<file path="config.mk">
export PLATFORM = sky130hd
export DESIGN_NAME = lsu_mem_master_flat
export DESIGN_NICKNAME = d
export VERILOG_FILES = /design/src/rtl/lsu_pkg.sv /design/src/rtl/lsu_mem_master_if.sv /design/src/rtl/lsu_lane_align.sv /design/src/rtl/lsu_mem_master.sv /design/src/flat_wrapper.sv
export SDC_FILE = /design/constraint.sdc
export NUM_CORES = 1
export LEC_CHECK = 0
export BUFFER_PORTS_ARGS = -buffer_cell sky130_fd_sc_hd__buf_2
export CAP_MARGIN = 20
export CORE_ASPECT_RATIO = 1.4
export CORE_MARGIN = 2
export CORE_UTILIZATION = 42
export CTS_CLUSTER_DIAMETER = 150
export DETAILED_ROUTE_END_ITERATION = 7
export PLACE_DENSITY_LB_ADDON = 0.3
export SYNTH_ARGS = -nofsm -noshare
export SYNTH_HDL_FRONTEND = slang
export SYNTH_SLANG_ARGS = --single-unit
</file>
<file path="constraint.sdc">
create_clock -name clk -period 4.1 [get_ports clk]
set_clock_uncertainty 0.1 [all_clocks]
set_input_delay 0.615 -clock clk [delete_from_list [all_inputs] [get_ports clk]]
set_output_delay 0.615 -clock clk [all_outputs]
set_load 0.02 [all_outputs]
</file>
<file path="src/rtl/lsu_pkg.sv">
// Shared definitions for the load/store unit: access size encodings, FSM
// state type, byte-lane mask constants and the alignment rule.
package lsu_pkg;

  localparam logic [1:0] SZ_B = 2'b00;
  localparam logic [1:0] SZ_H = 2'b01;
  localparam logic [1:0] SZ_W = 2'b10;

  localparam logic [3:0] MASK_B = 4'b0001;
  localparam logic [3:0] MASK_H = 4'b0011;
  localparam logic [3:0] MASK_W = 4'b1111;

  typedef enum logic [1:0] {
    ST_IDLE   = 2'd0,
    ST_REQ    = 2'd1,
    ST_WAIT_R = 2'd2,
    ST_RESP   = 2'd3
  } lsu_state_e;

  // True when the access cannot be issued: illegal size, or an address
  // that is not naturally aligned for the requested size.
  function automatic logic access_bad(input logic [1:0] size, input logic [1:0] off);
    case (size)
      SZ_B:    access_bad = 1'b0;
      SZ_H:    access_bad = off[0];
      SZ_W:    access_bad = |off;
      default: access_bad = 1'b1;
    endcase
  endfunction

endpackage

</file>
<file path="src/rtl/lsu_mem_master_if.sv">
// Bus bundles for the load/store unit.
// lsu_req_if: core-side request/response; the core is master, the LSU slave.
// lsu_mem_if: memory-side port; the LSU is master, the memory slave.
interface lsu_req_if #(
  parameter int ADDR_W = 32,
  parameter int DATA_W = 32
);
  logic              req_valid;
  logic              req_ready;
  logic              req_wen;
  logic [ADDR_W-1:0] req_addr;
  logic [DATA_W-1:0] req_wdata;
  logic [1:0]        req_size;
  logic              req_sext;
  logic              resp_valid;
  logic              resp_ready;
  logic [DATA_W-1:0] resp_rdata;
  logic              resp_err;

  modport master (
    output req_valid, req_wen, req_addr, req_wdata, req_size, req_sext, resp_ready,
    input  req_ready, resp_valid, resp_rdata, resp_err
  );

  modport slave (
    input  req_valid, req_wen, req_addr, req_wdata, req_size, req_sext, resp_ready,
    output req_ready, resp_valid, resp_rdata, resp_err
  );
endinterface

interface lsu_mem_if #(
  parameter int ADDR_W = 32,
  parameter int DATA_W = 32
);
  logic              mem_valid;
  logic              mem_ready;
  logic              mem_wen;
  logic [ADDR_W-1:0] mem_addr;
  logic [DATA_W-1:0] mem_wdata;
  logic [7:0]        mem_wmask;
  logic              mem_rvalid;
  logic [DATA_W-1:0] mem_rdata;

  modport master (
    output mem_valid, mem_wen, mem_addr, mem_wdata, mem_wmask,
    input  mem_ready, mem_rvalid, mem_rdata
  );

  modport slave (
    input  mem_valid, mem_wen, mem_addr, mem_wdata, mem_wmask,
    output mem_ready, mem_rvalid, mem_rdata
  );
endinterface

</file>
<file path="src/rtl/lsu_lane_align.sv">
// Combinational byte-lane logic for the LSU: store data replication and
// write mask generation, plus load word shifting and sign/zero extension.
module lsu_lane_align
  import lsu_pkg::*;
(
  input  logic [1:0]  st_off_i,
  input  logic [1:0]  st_size_i,
  input  logic [31:0] st_wdata_i,
  output logic [31:0] st_wdata_o,
  output logic [3:0]  st_wmask_o,
  input  logic [1:0]  ld_off_i,
  input  logic [1:0]  ld_size_i,
  input  logic        ld_sext_i,
  input  logic [31:0] ld_rdata_i,
  output logic [31:0] ld_data_o
);

  logic [31:0] ld_shift;

  // Store side: replicate the right-aligned data into every lane so the
  // mask alone selects which bytes memory writes.
  always_comb begin
    st_wdata_o = st_wdata_i;
    st_wmask_o = MASK_W;
    case (st_size_i)
      SZ_B: begin
        st_wdata_o = {4{st_wdata_i[7:0]}};
        st_wmask_o = MASK_B << st_off_i;
      end
      SZ_H: begin
        st_wdata_o = {2{st_wdata_i[15:0]}};
        st_wmask_o = MASK_H << st_off_i;
      end
      default: begin
        st_wdata_o = st_wdata_i;
        st_wmask_o = MASK_W;
      end
    endcase
  end

  assign ld_shift = ld_rdata_i >> {ld_off_i, 3'b000};

  // Load side: bring the addressed bytes down to bit 0, then extend.
  always_comb begin
    ld_data_o = ld_shift;
    case (ld_size_i)
      SZ_B:    ld_data_o = {{24{ld_sext_i & ld_shift[7]}}, ld_shift[7:0]};
      SZ_H:    ld_data_o = {{16{ld_sext_i & ld_shift[15]}}, ld_shift[15:0]};
      default: ld_data_o = ld_shift;
    endcase
  end

endmodule

</file>
<file path="src/rtl/lsu_mem_master.sv">
// Load/store requester between the core memory stage and the memory port.
// One transaction in flight: accept in IDLE, issue in REQ, wait for read
// data in WAIT_R, hold the response in RESP until the core takes it.
// Optional feature: define LSU_TIMEOUT_EN to bound the memory wait to
// TIMEOUT_CYCLES cycles per state; undefined, the LSU waits indefinitely.
module lsu_mem_master
  import lsu_pkg::*;
#(
  parameter int ADDR_W         = 32,
  parameter int DATA_W         = 32,
  parameter int TIMEOUT_CYCLES = 255
) (
  input  logic      clk,
  input  logic      rst,
  lsu_req_if.slave  core,
  lsu_mem_if.master mem
);

  lsu_state_e        state_q, state_d;
  logic [ADDR_W-1:0] addr_q, addr_d;
  logic              wen_q, wen_d;
  logic [1:0]        size_q, size_d;
  logic              sext_q, sext_d;
  logic [DATA_W-1:0] wdata_q, wdata_d;
  logic [3:0]        wmask_q, wmask_d;
  logic [DATA_W-1:0] rdata_q, rdata_d;
  logic              err_q, err_d;

  logic [31:0]       st_wdata;
  logic [3:0]        st_wmask;
  logic [31:0]       ld_data;
  logic              tmo_hit;

  if (TIMEOUT_CYCLES < 1) begin : g_tmo_range
    $error("TIMEOUT_CYCLES must be at least 1");
  end

  lsu_lane_align u_align (
    .st_off_i   (core.req_addr[1:0]),
    .st_size_i  (core.req_size),
    .st_wdata_i (core.req_wdata),
    .st_wdata_o (st_wdata),
    .st_wmask_o (st_wmask),
    .ld_off_i   (addr_q[1:0]),
    .ld_size_i  (size_q),
    .ld_sext_i  (sext_q),
    .ld_rdata_i (mem.mem_rdata),
    .ld_data_o  (ld_data)
  );

`ifdef LSU_TIMEOUT_EN
  localparam int TMO_RAW = $clog2(TIMEOUT_CYCLES + 1);
  localparam int TMO_W   = (TMO_RAW < 8) ? 8 : TMO_RAW;

  logic [TMO_W-1:0] tmo_q, tmo_d;

  assign tmo_hit = (tmo_q == TMO_W'(TIMEOUT_CYCLES - 1));

  // Wait counter: restarts on every state change, counts while waiting.
  always_comb begin
    tmo_d = '0;
    if ((state_d == state_q) && ((state_q == ST_REQ) || (state_q == ST_WAIT_R)))
      tmo_d = tmo_q + 1'b1;
  end

  // Wait counter register.
  always_ff @(posedge clk or posedge rst) begin
    if (rst) tmo_q <= '0;
    else     tmo_q <= tmo_d;
  end
`else
  assign tmo_hit = 1'b0;
`endif

  // Next-state and transaction-register update.
  always_comb begin
    state_d = state_q;
    addr_d  = addr_q;
    wen_d   = wen_q;
    size_d  = size_q;
    sext_d  = sext_q;
    wdata_d = wdata_q;
    wmask_d = wmask_q;
    rdata_d = rdata_q;
    err_d   = err_q;
    unique case (state_q)
      ST_IDLE: begin
        if (core.req_valid) begin
          addr_d  = core.req_addr;
          wen_d   = core.req_wen;
          size_d  = core.req_size;
          sext_d  = core.req_sext;
          wdata_d = st_wdata;
          wmask_d = st_wmask;
          rdata_d = '0;
          err_d   = access_bad(core.req_size, core.req_addr[1:0]);
          state_d = err_d ? ST_RESP : ST_REQ;
        end
      end
      ST_REQ: begin
        if (mem.mem_ready) begin
          if (wen_q) begin
            state_d = ST_RESP;
          end else if (mem.mem_rvalid) begin
            rdata_d = ld_data;
            state_d = ST_RESP;
          end else begin
            state_d = ST_WAIT_R;
          end
        end else if (tmo_hit) begin
          rdata_d = '0;
          err_d   = 1'b1;
          state_d = ST_RESP;
        end
      end
      ST_WAIT_R: begin
        if (mem.mem_rvalid) begin
          rdata_d = ld_data;
          state_d = ST_RESP;
        end else if (tmo_hit) begin
          rdata_d = '0;
          err_d   = 1'b1;
          state_d = ST_RESP;
        end
      end
      ST_RESP: begin
        if (core.resp_ready) state_d = ST_IDLE;
      end
      default: state_d = ST_IDLE;
    endcase
  end

  // State and transaction registers; reset aborts any transaction at once.
  always_ff @(posedge clk or posedge rst) begin
    if (rst) begin
      state_q <= ST_IDLE;
      addr_q  <= '0;
      wen_q   <= 1'b0;
      size_q  <= SZ_B;
      sext_q  <= 1'b0;
      wdata_q <= '0;
      wmask_q <= '0;
      rdata_q <= '0;
      err_q   <= 1'b0;
    end else begin
      state_q <= state_d;
      addr_q  <= addr_d;
      wen_q   <= wen_d;
      size_q  <= size_d;
      sext_q  <= sext_d;
      wdata_q <= wdata_d;
      wmask_q <= wmask_d;
      rdata_q <= rdata_d;
      err_q   <= err_d;
    end
  end

  assign core.req_ready  = (state_q == ST_IDLE);
  assign core.resp_valid = (state_q == ST_RESP);
  assign core.resp_rdata = rdata_q;
  assign core.resp_err   = err_q;

  assign mem.mem_valid = (state_q == ST_REQ);
  assign mem.mem_wen   = wen_q & (state_q == ST_REQ);
  assign mem.mem_addr  = {addr_q[ADDR_W-1:2], 2'b00};
  assign mem.mem_wdata = wdata_q;
  assign mem.mem_wmask = {4'b0000, wmask_q};

endmodule

</file>
<file path="src/flat_wrapper.sv">
// flat-port wrapper written by rule: the top's interface ports become plain ports
module lsu_mem_master_flat import lsu_pkg::*;
#(
  parameter int ADDR_W         = 32,
  parameter int DATA_W         = 32,
  parameter int TIMEOUT_CYCLES = 255
)
  (clk, rst, core_req_valid, core_req_wen, core_req_addr, core_req_wdata, core_req_size, core_req_sext, core_resp_ready, core_req_ready, core_resp_valid, core_resp_rdata, core_resp_err, mem_mem_valid, mem_mem_wen, mem_mem_addr, mem_mem_wdata, mem_mem_wmask, mem_mem_ready, mem_mem_rvalid, mem_mem_rdata);
  lsu_req_if #(.ADDR_W(ADDR_W), .DATA_W(DATA_W)) core_i ();
  lsu_mem_if #(.ADDR_W(ADDR_W), .DATA_W(DATA_W)) mem_i ();
  input  logic clk;
  input  logic rst;
  input wire logic [$bits(core_i.req_valid)-1:0] core_req_valid;
  input wire logic [$bits(core_i.req_wen)-1:0] core_req_wen;
  input wire logic [$bits(core_i.req_addr)-1:0] core_req_addr;
  input wire logic [$bits(core_i.req_wdata)-1:0] core_req_wdata;
  input wire logic [$bits(core_i.req_size)-1:0] core_req_size;
  input wire logic [$bits(core_i.req_sext)-1:0] core_req_sext;
  input wire logic [$bits(core_i.resp_ready)-1:0] core_resp_ready;
  output wire logic [$bits(core_i.req_ready)-1:0] core_req_ready;
  output wire logic [$bits(core_i.resp_valid)-1:0] core_resp_valid;
  output wire logic [$bits(core_i.resp_rdata)-1:0] core_resp_rdata;
  output wire logic [$bits(core_i.resp_err)-1:0] core_resp_err;
  output wire logic [$bits(mem_i.mem_valid)-1:0] mem_mem_valid;
  output wire logic [$bits(mem_i.mem_wen)-1:0] mem_mem_wen;
  output wire logic [$bits(mem_i.mem_addr)-1:0] mem_mem_addr;
  output wire logic [$bits(mem_i.mem_wdata)-1:0] mem_mem_wdata;
  output wire logic [$bits(mem_i.mem_wmask)-1:0] mem_mem_wmask;
  input wire logic [$bits(mem_i.mem_ready)-1:0] mem_mem_ready;
  input wire logic [$bits(mem_i.mem_rvalid)-1:0] mem_mem_rvalid;
  input wire logic [$bits(mem_i.mem_rdata)-1:0] mem_mem_rdata;
  assign core_i.req_valid = core_req_valid;
  assign core_i.req_wen = core_req_wen;
  assign core_i.req_addr = core_req_addr;
  assign core_i.req_wdata = core_req_wdata;
  assign core_i.req_size = core_req_size;
  assign core_i.req_sext = core_req_sext;
  assign core_i.resp_ready = core_resp_ready;
  assign core_req_ready = core_i.req_ready;
  assign core_resp_valid = core_i.resp_valid;
  assign core_resp_rdata = core_i.resp_rdata;
  assign core_resp_err = core_i.resp_err;
  assign mem_mem_valid = mem_i.mem_valid;
  assign mem_mem_wen = mem_i.mem_wen;
  assign mem_mem_addr = mem_i.mem_addr;
  assign mem_mem_wdata = mem_i.mem_wdata;
  assign mem_mem_wmask = mem_i.mem_wmask;
  assign mem_i.mem_ready = mem_mem_ready;
  assign mem_i.mem_rvalid = mem_mem_rvalid;
  assign mem_i.mem_rdata = mem_mem_rdata;
  lsu_mem_master #(.ADDR_W(ADDR_W), .DATA_W(DATA_W), .TIMEOUT_CYCLES(TIMEOUT_CYCLES)) u_core (.clk(clk), .rst(rst), .core(core_i), .mem(mem_i));
endmodule
</file>
Yosys cells after proc, flatten, opt, wreduce, memory -nomap -nowiden
Index checks and enable logic that the tools add are counted.
Widths: inputs -> output; s select.
- register bits after elaboration: 107
- input port bits: 106
- logic and storage cells: 53
- equality and inequality tests: 11
- shift operators: 3
- muxes and demuxes: 19
- bitwise gates (word level): 3
- reduce and logical (&&, ||, !) cells: 8
- operators by type and width (cell ; number):
    $mux 32 ; 4
    $pmux 32 s2 ; 2
    $pmux 32 s3 ; 1
    $shr 32x5->32 ; 1
    $mux 2 ; 6
    $ne 2x2->1 const B ; 4
    $pmux 2 s4 ; 1
    $pmux 4 s2 ; 1
    $reduce_and 4->1 ; 2
    $eq 2x1->1 const B ; 3
    $eq 2x2->1 const B ; 3
    $logic_not 2->1 ; 3
    $shl 1x2->4 const A ; 1
    $shl 2x2->4 const A ; 1
    $and 1x1->1 ; 3
    $mux 1 ; 3
    $pmux 1 s3 ; 1
    $reduce_bool 3->1 ; 1
    $ne 2x1->1 const B ; 1
    $reduce_and 2->1 ; 1
    $reduce_or 2->1 ; 1

Logic depth before layout (Yosys ltp)
Gate-level depths: netlist of the first run.
- word-level depth: 7
- gate-level depth with buffers: 8
- gate-level depth less buffers: 6

Hierarchy
A second synthesis of the first run with hierarchy kept.
- cells, all modules: 523
- area, all modules: 5898.2 um2
- modules (own cells, without submodules) (module ; instances ; cells an instance ; area an instance (um2) ; sequential area each (um2)):
    lsu_mem_master ; 1 ; 355 ; 4628.2 ; 2677.6
    lsu_lane_align ; 1 ; 168 ; 1270.0 ; 0.0

Worst setup path before layout of the first run
Ideal clock, no wire load.
- path type: register to register
- from: register u_core.state_q[0]
- to: register u_core.rdata_q[24], in the netlist u_core.core.resp_rdata[24]
- setup time: 0.065 ns
- arrival: 2.006 ns
- slack: 1.929 ns
- cell stages (with the launch flop): 9
- buffers on the path: 2
- period minus slack after synthesis: 2.171 ns
- cells stage by stage: dfrtp_1 inv_1 ha_1 nor2b_1 a211o_1 buf_6 nor4_4 buf_6 a221o_2
- cells in the longest elaborated chain, start to end: 3
- ends and longest elaborated chain (item ; RTL line ; text):
    start, declared ; lsu_mem_master.sv:19 ; lsu_state_e state_q, state_d;
    start signal, assigned ; lsu_mem_master.sv:146 ; state_q <= state_d;
    $logic_not 2->1 (*) ; -- ;
    via core_req_ready ; flat_wrapper.sv:20 ; output wire logic [$bits(core_i.req_ready)-1:0] core_req_ready;
    $ne 2x2->1 (no source line) or $reduce_bool 3->1 (tied branches) ; -- ;
    $reduce_and 4->1 (no source line) ; -- ;
    end signal, assigned ; lsu_mem_master.sv:153 ; rdata_q <= rdata_d;
    end, declared ; lsu_mem_master.sv:26 ; logic [DATA_W-1:0] rdata_q, rdata_d;
The timed path passes the listed nets; every way through them passes the cells marked *.
A chain may end at the register's enable or synchronous reset.

Final worst setup path of the first run
- from: register u_core.state_q[0]
- to: register u_core.rdata_q[16], in the netlist u_core.core.resp_rdata[16]
- cells in the longest elaborated chain, start to end: 3
- ends and longest elaborated chain (item ; RTL line ; text):
    $eq 2x1->1, or another cell as far along ; lsu_mem_master.sv:86 ; unique case (state_q)
    $ne 2x2->1 (no source line), or another cell as far along ; -- ;
    $reduce_and 4->1 (no source line) ; -- ;
Parallel ways exist; a longest one is shown, timed or not.

==> tab_implementation.tex, run 1 <==
\begin{tabular}{lr}
\hline
Metric & Value \\
\hline
\multicolumn{2}{l}{\textbf{Routing}} \\
Number of design-rule violations left by the first detailed-router iteration & 110 \\
Wirelength, routed & 13000 um \\
Remaining routing DRC violations & 0 \\
Initial DRT Pass Iterations & 6 \\
Via count of the routed design & 4039 \\
Wire length per cell & 16.8 um \\
Remaining number of nets flagged by the antenna check after routing & 0 \\
Via density & 5.25 \\
\multicolumn{2}{l}{\textbf{Timing}} \\
Total negative slack for setup checks & 0 ns \\
Worst setup slack after layout & 1.36 ns \\
Number of hold violations in the final report & 0 \\
Final Setup Violations & 0 \\
Clock period minus final worst setup slack & 2.74 ns \\
Period utilization & 66.7\% \\
Worst-Margin Slew & 0.959 ns \\
Setup repair after global routing missed its margin & no \\
Achievable clock frequency & 366 MHz \\
Final-report max-slew violation count & 0 \\
Slew margin rel. & 36.0\% \\
\multicolumn{2}{l}{\textbf{Critical path}} \\
Crit path kind & flop to flop \\
Category of the worst setup path launch point & flop \\
Worst-path cell with the longest stage delay & sky130\_fd\_sc\_hd\_\_nor4\_4 \\
Arrival time of the worst setup path & 2.92 ns \\
Ordered list of cells on the worst path & inv\_1 > ha\_1 > nor2b\_1 > a211o\_1 > nor4\_4 > a221o\_2 \\
Crit path required time & 4.28 ns \\
Buffers plus inverters on the worst setup path & 1 \\
Critical Path End Type & flop \\
Peak fanout along the critical path & 18 \\
Maximum cell stage delay along the critical path & 0.83 ns \\
Crit path max-delay family & simple AND/OR/NAND/NOR gates \\
\multicolumn{2}{l}{\textbf{Yosys}} \\
Most frequent cells after synthesis & sky130\_fd\_sc\_hd\_\_dfrtp\_1, sky130\_fd\_sc\_hd\_\_mux2\_2, sky130\_fd\_sc\_hd\_\_buf\_4 \\
Average instance area after synthesis & 11.7 um2 \\
Syn Inst Count & 451 \\
Predominant post-synthesis flop cell & sky130\_fd\_sc\_hd\_\_dfrtp\_1 \\
Top cell type's share of synthesized area & 50.9\% \\
Async S/R FF share, synth & 100\% \\
Synthesis Warnings & 0 \\
Most used standard cell by instance count after synthesis & sky130\_fd\_sc\_hd\_\_dfrtp\_1 \\
Seq cells post-synth & 107 \\
Sequential cell area fraction in the yosys report & 50.9\% \\
Cell Area, Synth & 0.00526 mm2 \\
Top post-synthesis cells by area & sky130\_fd\_sc\_hd\_\_dfrtp\_1, sky130\_fd\_sc\_hd\_\_mux2\_2, sky130\_fd\_sc\_hd\_\_mux2i\_1, sky130\_fd\_sc\_hd\_\_buf\_4, sky130\_fd\_sc\_hd\_\_o21ai\_0 \\
Cell taking the most area after synthesis & sky130\_fd\_sc\_hd\_\_dfrtp\_1 \\
Post-synth EDFFs & 0 \\
Distinct cell type count after synthesis & 42 \\
\multicolumn{2}{l}{\textbf{Pwr}} \\
Sequential Power Share & 36.0\% \\
Net switching power & 2.18 mW \\
Static leakage power & 3.28 nW \\
IR Drop Worst-Case VDD & 0.000362 V \\
Proportion of total power due to net switching & 41.5\% \\
Fraction of power consumed by combinational cells & 47.0\% \\
Design Power & 5.25 mW \\
Internal portion of total power & 3.07 mW \\
Ratio of total power to cell area & 811 mW/mm2 \\
Clock share of power & 17.0\% \\
\multicolumn{2}{l}{\textbf{CTS}} \\
CTS clk-pin slew, worst paths & 0.07 ns \\
Sink count of the clock tree & 107 \\
Post-CTS setup buffers & 0 \\
H-tree depth & 3 \\
Number of buffers inserted by hold repair at cts & 0 \\
CTS tree & done \\
Clock latency at the later pin of the worst-skew pair & 0.34 ns \\
Clock root cell & sky130\_fd\_sc\_hd\_\_clkbuf\_16 \\
Number of buffers on the longest clock path & 2 \\
Clock buffer count from CTS & 9 \\
Post\_cts resized & 0 \\
\multicolumn{2}{l}{\textbf{GRT}} \\
Vias in the first global route & 4069 \\
Antenna violations before repair & 0 \\
Total routing resource utilization after global routing & 19.2\% \\
Pin count of the biggest net entering global routing & 103 \\
Wire length of the first global-routing pass & 20500 um \\
Aggregate global routing overflow & 0 \\
\multicolumn{2}{l}{\textbf{Placement}} \\
Number of port buffers & 208 \\
Post-place setup slack & 1.40 ns \\
Final GP Congestion & 0.804 \\
Detailed-placement wirelength estimate & 9700 um \\
Area after detailed placement & 0.00614 mm2 \\
\multicolumn{2}{l}{\textbf{Floorplanning}} \\
Std-Cell Rows & 48 \\
Die outline area & 0.0135 mm2 \\
Initial core utilization & 42.9\% \\
Die extent in x & 98.6 um \\
Area inside the core boundary & 0.0123 mm2 \\
Die height & 136 um \\
Top-level port count & 215 \\
\multicolumn{2}{l}{\textbf{Job}} \\
Max-Cap Viols & 0 \\
\multicolumn{2}{l}{\textbf{Layout}} \\
Count of inserted antenna diode cells & 0 \\
Area delta synth->final & 23.1\% \\
Fraction of layout instances using a drive strength above 1 & 49.5\% \\
Final net count & 725 \\
Post-route standard cell area excluding fillers & 0.00648 mm2 \\
\multicolumn{2}{l}{\textbf{Worst hold path}} \\
Path category of the worst min-delay check & input port to async pin \\
\multicolumn{2}{l}{\textbf{Outcome}} \\
Run status & completed \\
\hline
\end{tabular}
==> path summary, 6_finish.rpt <==
check	startpoint	endpoint	slack [ns]	cells past startpoint
worst max-delay path	u_core.state_q[0]	u_core.core.resp_rdata[16]	1.36	6
worst min-delay path	rst	u_core.addr_q[21]	0.29	2
worst max register to register	u_core.state_q[0]	u_core.core.resp_rdata[16]	1.36	6
worst min register to register	u_core.mem.mem_wdata[29]	u_core.mem.mem_wdata[29]	0.38	2
max in group asynchronous	rst	u_core.mem.mem_wdata[24]	2.78	3
min in group clk	u_core.mem.mem_wdata[29]	u_core.mem.mem_wdata[29]	0.38	2
==> layer usage <==
layer  part of all wire, %  vias to the layer above  GRT usage [%]
met5                     0                        -              0
met4                   2.8                        0           7.91
met3                   4.9                       29           4.32
met2                    53                      127           34.1
met1                    39                     1975           22.2
li1                      -                     1908              -
==> worst register-to-register path: stages (launching register included) <==
cell	delay, ns
sky130_fd_sc_hd__dfrtp_1	0.43
sky130_fd_sc_hd__inv_1	0.09
sky130_fd_sc_hd__ha_1	0.29
sky130_fd_sc_hd__nor2b_1	0.18
sky130_fd_sc_hd__a211o_1	0.52
sky130_fd_sc_hd__nor4_4	0.83
sky130_fd_sc_hd__a221o_2	0.24
==> logic make-up after synthesis <==
kind of cell,synth area share [%]
other,0.0713
muxes,19.9
AOI/OAI and AO/OA,12.9
DFF,50.9
and+or+nand+nor,7.40
buffers and inverters,7.97
adders and majority gates,0.951
==> power by group through the flow <==
stage,clock [mW],sequential (mW),combinational (mW)
2_1_floorplan,0,2.14,1.66
3_3_place_gp,0,1.88,2.41
3_5_place_dp,0,1.91,2.48
4_1_cts,0.920,1.89,2.48
5_1_grt,0.966,1.95,2.66
6_report,0.892,1.89,2.47
==> final cells by class <==
| cell class | count | area [um2] |
|---|---|---|
| Clock buffer | 10 | 239 |
| Clock inverter | 6 | 71.3 |
| Fill cell | 1102 | 5770 |
| Inverter | 5 | 21.3 |
| Multi-Input combinational cell | 280 | 2190 |
| Sequential cell | 107 | 2680 |
| Tap cell | 150 | 188 |
| Timing Repair Buffer | 212 | 1090 |
==> sequential cells by signal (all words and copies together) (netlist names) <==
| name | cells |
|---|---|
| u_core.size_q | 2 |
| u_core.state_q | 2 |
| u_core.core.resp_rdata | 32 |
| u_core.wmask_q | 4 |
| u_core.mem.mem_wdata | 32 |
| u_core.addr_q | 32 |
| u_core.wen_q | 1 |
| u_core.core.resp_err | 1 |
| u_core.sext_q | 1 |
==> metrics by stage <==
| stage | hold WS [ns] | utilization, % | instances |
|---|---|---|---|
| finish | 0.286 | 52.9 | 770 |
| global route | 0.347 | 52.9 | 770 |
| CTS | 0.326 | 52.7 | 769 |
| detailed placement | 0.365 | 50.1 | 753 |
| global placement | 0.357 | 50.1 | 753 |
| floorplan | 0.381 | - | 456 |
==> cells in the final DEF, fill, tap and decap left out, types with 8 or more instances in the layout <==
cell,Yosys,final
sky130_fd_sc_hd__buf_2,8,208
sky130_fd_sc_hd__dfrtp_1,107,107
sky130_fd_sc_hd__mux2_2,60,60
sky130_fd_sc_hd__o21ai_0,33,33
sky130_fd_sc_hd__nand2_1,33,32
sky130_fd_sc_hd__mux2i_1,32,32
sky130_fd_sc_hd__nor2_1,28,28
sky130_fd_sc_hd__a21oi_1,16,16
sky130_fd_sc_hd__o2bb2ai_1,15,15
sky130_fd_sc_hd__a221o_2,10,10
sky130_fd_sc_hd__clkbuf_16,0,9
sky130_fd_sc_hd__a221oi_1,8,8
No activity file was read; power rests on OpenSTA's default activity.
==> run 2: changes to the inputs <==
--- a/config.mk
+++ b/config.mk
@@ -5,6 +5,7 @@
 export SDC_FILE = /design/constraint.sdc
 export NUM_CORES = 1
 export LEC_CHECK = 0
+export ABC_AREA = 1
 export BUFFER_PORTS_ARGS = -buffer_cell sky130_fd_sc_hd__buf_2
 export CAP_MARGIN = 20
 export CORE_ASPECT_RATIO = 1.4
==> constraint.sdc (replaced) <==
create_clock -name clk -period 2.9 [get_ports clk]
set_clock_uncertainty 0.1 [all_clocks]
set_input_delay 0.435 -clock clk [delete_from_list [all_inputs] [get_ports clk]]
set_output_delay 0.435 -clock clk [all_outputs]
set_load 0.02 [all_outputs]
==> run 2 against run 1 <==
  * Cell area is 3.3% higher
  * Combinational power is 47% higher
  * Synthesized area grew 3.9%
  * Register-to-register slack lost 0.76 ns
  * Die area grew 3.8%
  * First-iteration DRC count grew 75%
  * Maximum frequency increased by 19%
  * Sequential power grew 31%
  * Sequential cell count stayed put
  * Critical path depth up 4
  * Clock-buffer cell count is 1 lower
  * Synthesized cell count is 62% higher
  * Critical endpoint is now u_core.core.resp_rdata[31]
==> tab_implementation.tex, run 2 <==
\begin{tabular}{lr}
\hline
Metric & Value \\
\hline
\multicolumn{2}{l}{\textbf{CTS}} \\
H-tree depth & 3 (unchanged) \\
Clock buffer count from CTS & 9 (unchanged) \\
CTS clk-pin slew, worst paths & 0.08 ns (about the same) \\
CTS tree & done \\
Post-CTS setup buffers & 0 (unchanged) \\
Sink count of the clock tree & 107 (unchanged) \\
Number of buffers on the longest clock path & 2 (unchanged) \\
Clock root cell & sky130\_fd\_sc\_hd\_\_clkbuf\_16 \\
Clock latency at the later pin of the worst-skew pair & 0.34 ns (about the same) \\
\multicolumn{2}{l}{\textbf{Yosys}} \\
Sequential cell area fraction in the yosys report & 49.0\% (-1.9 points) \\
Post-synth EDFFs & 0 (unchanged) \\
Synthesis Warnings & 0 (unchanged) \\
Average instance area after synthesis & 7.50 um2 (-36\%) \\
Cell taking the most area after synthesis & sky130\_fd\_sc\_hd\_\_dfrtp\_1 \\
Top cell type's share of synthesized area & 49.0\% (-1.9 points) \\
Most frequent cells after synthesis & sky130\_fd\_sc\_hd\_\_nand2\_1, sky130\_fd\_sc\_hd\_\_dfrtp\_1, sky130\_fd\_sc\_hd\_\_o21ai\_0 \\
Top post-synthesis cells by area & sky130\_fd\_sc\_hd\_\_dfrtp\_1, sky130\_fd\_sc\_hd\_\_nand2\_1, sky130\_fd\_sc\_hd\_\_buf\_4, sky130\_fd\_sc\_hd\_\_o21ai\_0, sky130\_fd\_sc\_hd\_\_nand3\_1 \\
Distinct cell type count after synthesis & 27 (-36\%) \\
Predominant post-synthesis flop cell & sky130\_fd\_sc\_hd\_\_dfrtp\_1 \\
Seq cells post-synth & 107 (unchanged) \\
Cell Area, Synth & 0.00547 mm2 (+3.9\%) \\
Async S/R FF share, synth & 100\% (unchanged) \\
Most used standard cell by instance count after synthesis & sky130\_fd\_sc\_hd\_\_nand2\_1 \\
Syn Inst Count & 729 (+62\%) \\
\multicolumn{2}{l}{\textbf{Timing}} \\
Final Setup Violations & 0 (unchanged) \\
Period utilization & 79.2\% (+13 points) \\
Worst-Margin Slew & 0.593 ns (-0.367 ns) \\
Setup repair after global routing missed its margin & no \\
Final-report max-slew violation count & 0 (unchanged) \\
Achievable clock frequency & 435 MHz (+19\%) \\
Slew margin rel. & 60.2\% (+24 points) \\
Number of hold violations in the final report & 0 (unchanged) \\
Clock period minus final worst setup slack & 2.30 ns (-0.438 ns) \\
Total negative slack for setup checks & 0 ns (unchanged) \\
\multicolumn{2}{l}{\textbf{Critical path}} \\
Launch point of the critical path & u\_core.state\_q[0] \\
CP Capture Point & u\_core.core.resp\_rdata[31] \\
Crit path required time & 3.09 ns (-1.19 ns) \\
Worst r2r dst & u\_core.core.resp\_rdata[31] \\
Number of cells on the worst reg-to-reg path & 10 (+4) \\
Crit path kind & flop to flop \\
Critical Path End Type & flop \\
Category of the worst setup path launch point & flop \\
Startpoint of the worst-slack reg-to-reg timing path & u\_core.state\_q[0] \\
Register-to-register setup slack & 0.60 ns (-0.76 ns) \\
Arrival time of the worst setup path & 2.49 ns (-0.43 ns) \\
Peak fanout along the critical path & 34 (+16) \\
\multicolumn{2}{l}{\textbf{Layout}} \\
Final net count & 1001 (+38\%) \\
Most common cell after layout, fill and taps aside & sky130\_fd\_sc\_hd\_\_nand2\_1 \\
Post-route standard cell area excluding fillers & 0.00669 mm2 (+3.3\%) \\
Post-route core utilization & 52.5\% (-0.42 points) \\
Commonest non-fill, non-tap cells in the layout & sky130\_fd\_sc\_hd\_\_nand2\_1, sky130\_fd\_sc\_hd\_\_buf\_2, sky130\_fd\_sc\_hd\_\_dfrtp\_1 \\
Area delta synth->final & 22.4\% \\
Fill count & 1287 (+17\%) \\
Fraction of layout instances using a drive strength above 1 & 27.6\% (-22 points) \\
Total area of sequential cells & 0.00268 mm2 (unchanged) \\
Multi-input gate area in the final layout & 0.00223 mm2 (+1.9\%) \\
\multicolumn{2}{l}{\textbf{Floorplanning}} \\
Die height & 139 um (+1.9\%) \\
Die outline area & 0.0140 mm2 (+3.8\%) \\
Area inside the core boundary & 0.0128 mm2 (+4.1\%) \\
Std-Cell Rows & 49 (+2.1\%) \\
Top-level port count & 215 (unchanged) \\
Die extent in x & 100 um (+1.9\%) \\
Initial core utilization & 42.9\% (-0.066 points) \\
\multicolumn{2}{l}{\textbf{Pwr}} \\
Clock share of power & 17.3\% (+0.3 points) \\
Proportion of total power due to net switching & 46.9\% (+5.4 points) \\
Ratio of total power to cell area & 1100 mW/mm2 (+36\%) \\
Internal portion of total power & 3.92 mW (+28\%) \\
Net switching power & 3.46 mW (+59\%) \\
Static leakage power & 3.98 nW (+22\%) \\
Sequential Power Share & 33.6\% (-2.4 points) \\
IR Drop Worst-Case VDD & 0.000532 V (+47\%) \\
Fraction of power consumed by combinational cells & 49.1\% (+2.1 points) \\
\multicolumn{2}{l}{\textbf{Routing}} \\
Remaining routing DRC violations & 0 (unchanged) \\
Met1 Wirelength & 6270 um (+24\%) \\
Met3 wire length & 1060 um (+68\%) \\
Wire length per cell & 14.2 um (-16\%) \\
Wirelength, routed & 14900 um (+15\%) \\
Number of design-rule violations left by the first detailed-router iteration & 193 (+75\%) \\
Initial DRT Pass Iterations & 5 (-1) \\
Uppermost routed layer & met4 \\
Via density & 4.89 (-6.8\%) \\
Met2 layer wire length in the routed design & 7240 um (+4.9\%) \\
Via count of the routed design & 5133 (+27\%) \\
Remaining number of nets flagged by the antenna check after routing & 0 (unchanged) \\
\multicolumn{2}{l}{\textbf{GRT}} \\
Aggregate global routing overflow & 0 (unchanged) \\
Wire length of the first global-routing pass & 24200 um (+18\%) \\
Total routing resource utilization after global routing & 21.6\% (+2.4 points) \\
Vias in the first global route & 4934 (+21\%) \\
Antenna violations before repair & 0 (unchanged) \\
Pin count of the biggest net entering global routing & 57 (-45\%) \\
\multicolumn{2}{l}{\textbf{Placement}} \\
Area after detailed placement & 0.00637 mm2 (+3.7\%) \\
Number of port buffers & 208 (unchanged) \\
Detailed-placement wirelength estimate & 10900 um (+12\%) \\
Final GP Congestion & 0.853 (+6.1\%) \\
\multicolumn{2}{l}{\textbf{Outcome}} \\
Run status & completed \\
\multicolumn{2}{l}{\textbf{Job}} \\
Max-Cap Viols & 0 (unchanged) \\
\multicolumn{2}{l}{\textbf{Worst hold path}} \\
Path category of the worst min-delay check & input port to flop \\
\hline
\end{tabular}
run 2: per-layer routing:
layer  vias up  GRT usage [%]
met3        22           5.39
met4         0           6.56
met2       198           35.0
li1       2561              -
met1      2352           28.4
met5         -              0
run 2: what timing repair did:
item | in CTS | in global routing
hold buffers | 1 | 0
gates resized for setup | 0 | 0
hold endpoints to repair | 15 | 0
run 2: worst min-delay path by stage:
stage	startpoint	end	slack, ns	cells past startpoint
detailed placement	u_core.core.resp_rdata[29]	u_core.core.resp_rdata[29]	0.36	2
global placement	u_core.addr_q[23]	u_core.addr_q[23]	0.36	2
global route	core_req_addr[12]	u_core.addr_q[12]	0.17	3
floorplan	u_core.addr_q[10]	u_core.addr_q[10]	0.35	2
finish	core_req_addr[12]	u_core.addr_q[12]	0.18	3
CTS	core_req_addr[18]	u_core.addr_q[18]	0.16	3
run 2: kinds of logic after synthesis:
kind of cell / after synthesis / share of synthesized area (%)
and+or+nand+nor: 420 / 30.9
buffers and inverters: 106 / 10.5
other: 1 / 0.0686
adders and majority gates: 4 / 0.915
AOI/OAI and AO/OA: 91 / 8.58
DFF: 107 / 49.0
run 2: critical path, stage by stage, from the launching register on:
cell and delay (ns):
sky130_fd_sc_hd__dfrtp_1 0.40, sky130_fd_sc_hd__inv_1 0.12, sky130_fd_sc_hd__ha_1 0.24, sky130_fd_sc_hd__nand2_2 0.09, sky130_fd_sc_hd__buf_4 0.25, sky130_fd_sc_hd__nand2_2 0.13, sky130_fd_sc_hd__nand4_2 0.33, sky130_fd_sc_hd__buf_4 0.32
sky130_fd_sc_hd__nor2_1 0.11, sky130_fd_sc_hd__nand2_1 0.06, sky130_fd_sc_hd__nand2_1 0.06
run 2: final cells by class:
class	instances	area share [%]
Antenna cell	1	0.0374
Sequential cell	107	40.0
Clock buffer	9	3.37
Tap cell	153	2.86
Inverter	34	2.00
Timing Repair Buffer	218	17.1
Multi-Input combinational cell	521	33.4
Clock inverter	7	1.25
run 2: per-stage QoR:
stage	instances	hold WS [ns]	total power, mW	setup slack, ns
2_1_floorplan	734	0.350	5.29	1.08
3_3_place_gp	1032	0.359	6.12	0.654
3_5_place_dp	1032	0.359	6.17	0.598
4_1_cts	1049	0.163	7.48	0.564
5_1_grt	1049	0.169	7.98	0.332
6_report	1050	0.177	7.39	0.602
run 2: power groups by stage:
stage	clock [mW]	combinational, mW	sequential [mW]
floorplan	0	2.45	2.84
global placement	0	3.61	2.51
detailed placement	0	3.68	2.49
CTS	1.31	3.68	2.49
global route	1.36	4.06	2.56
finish	1.28	3.63	2.48
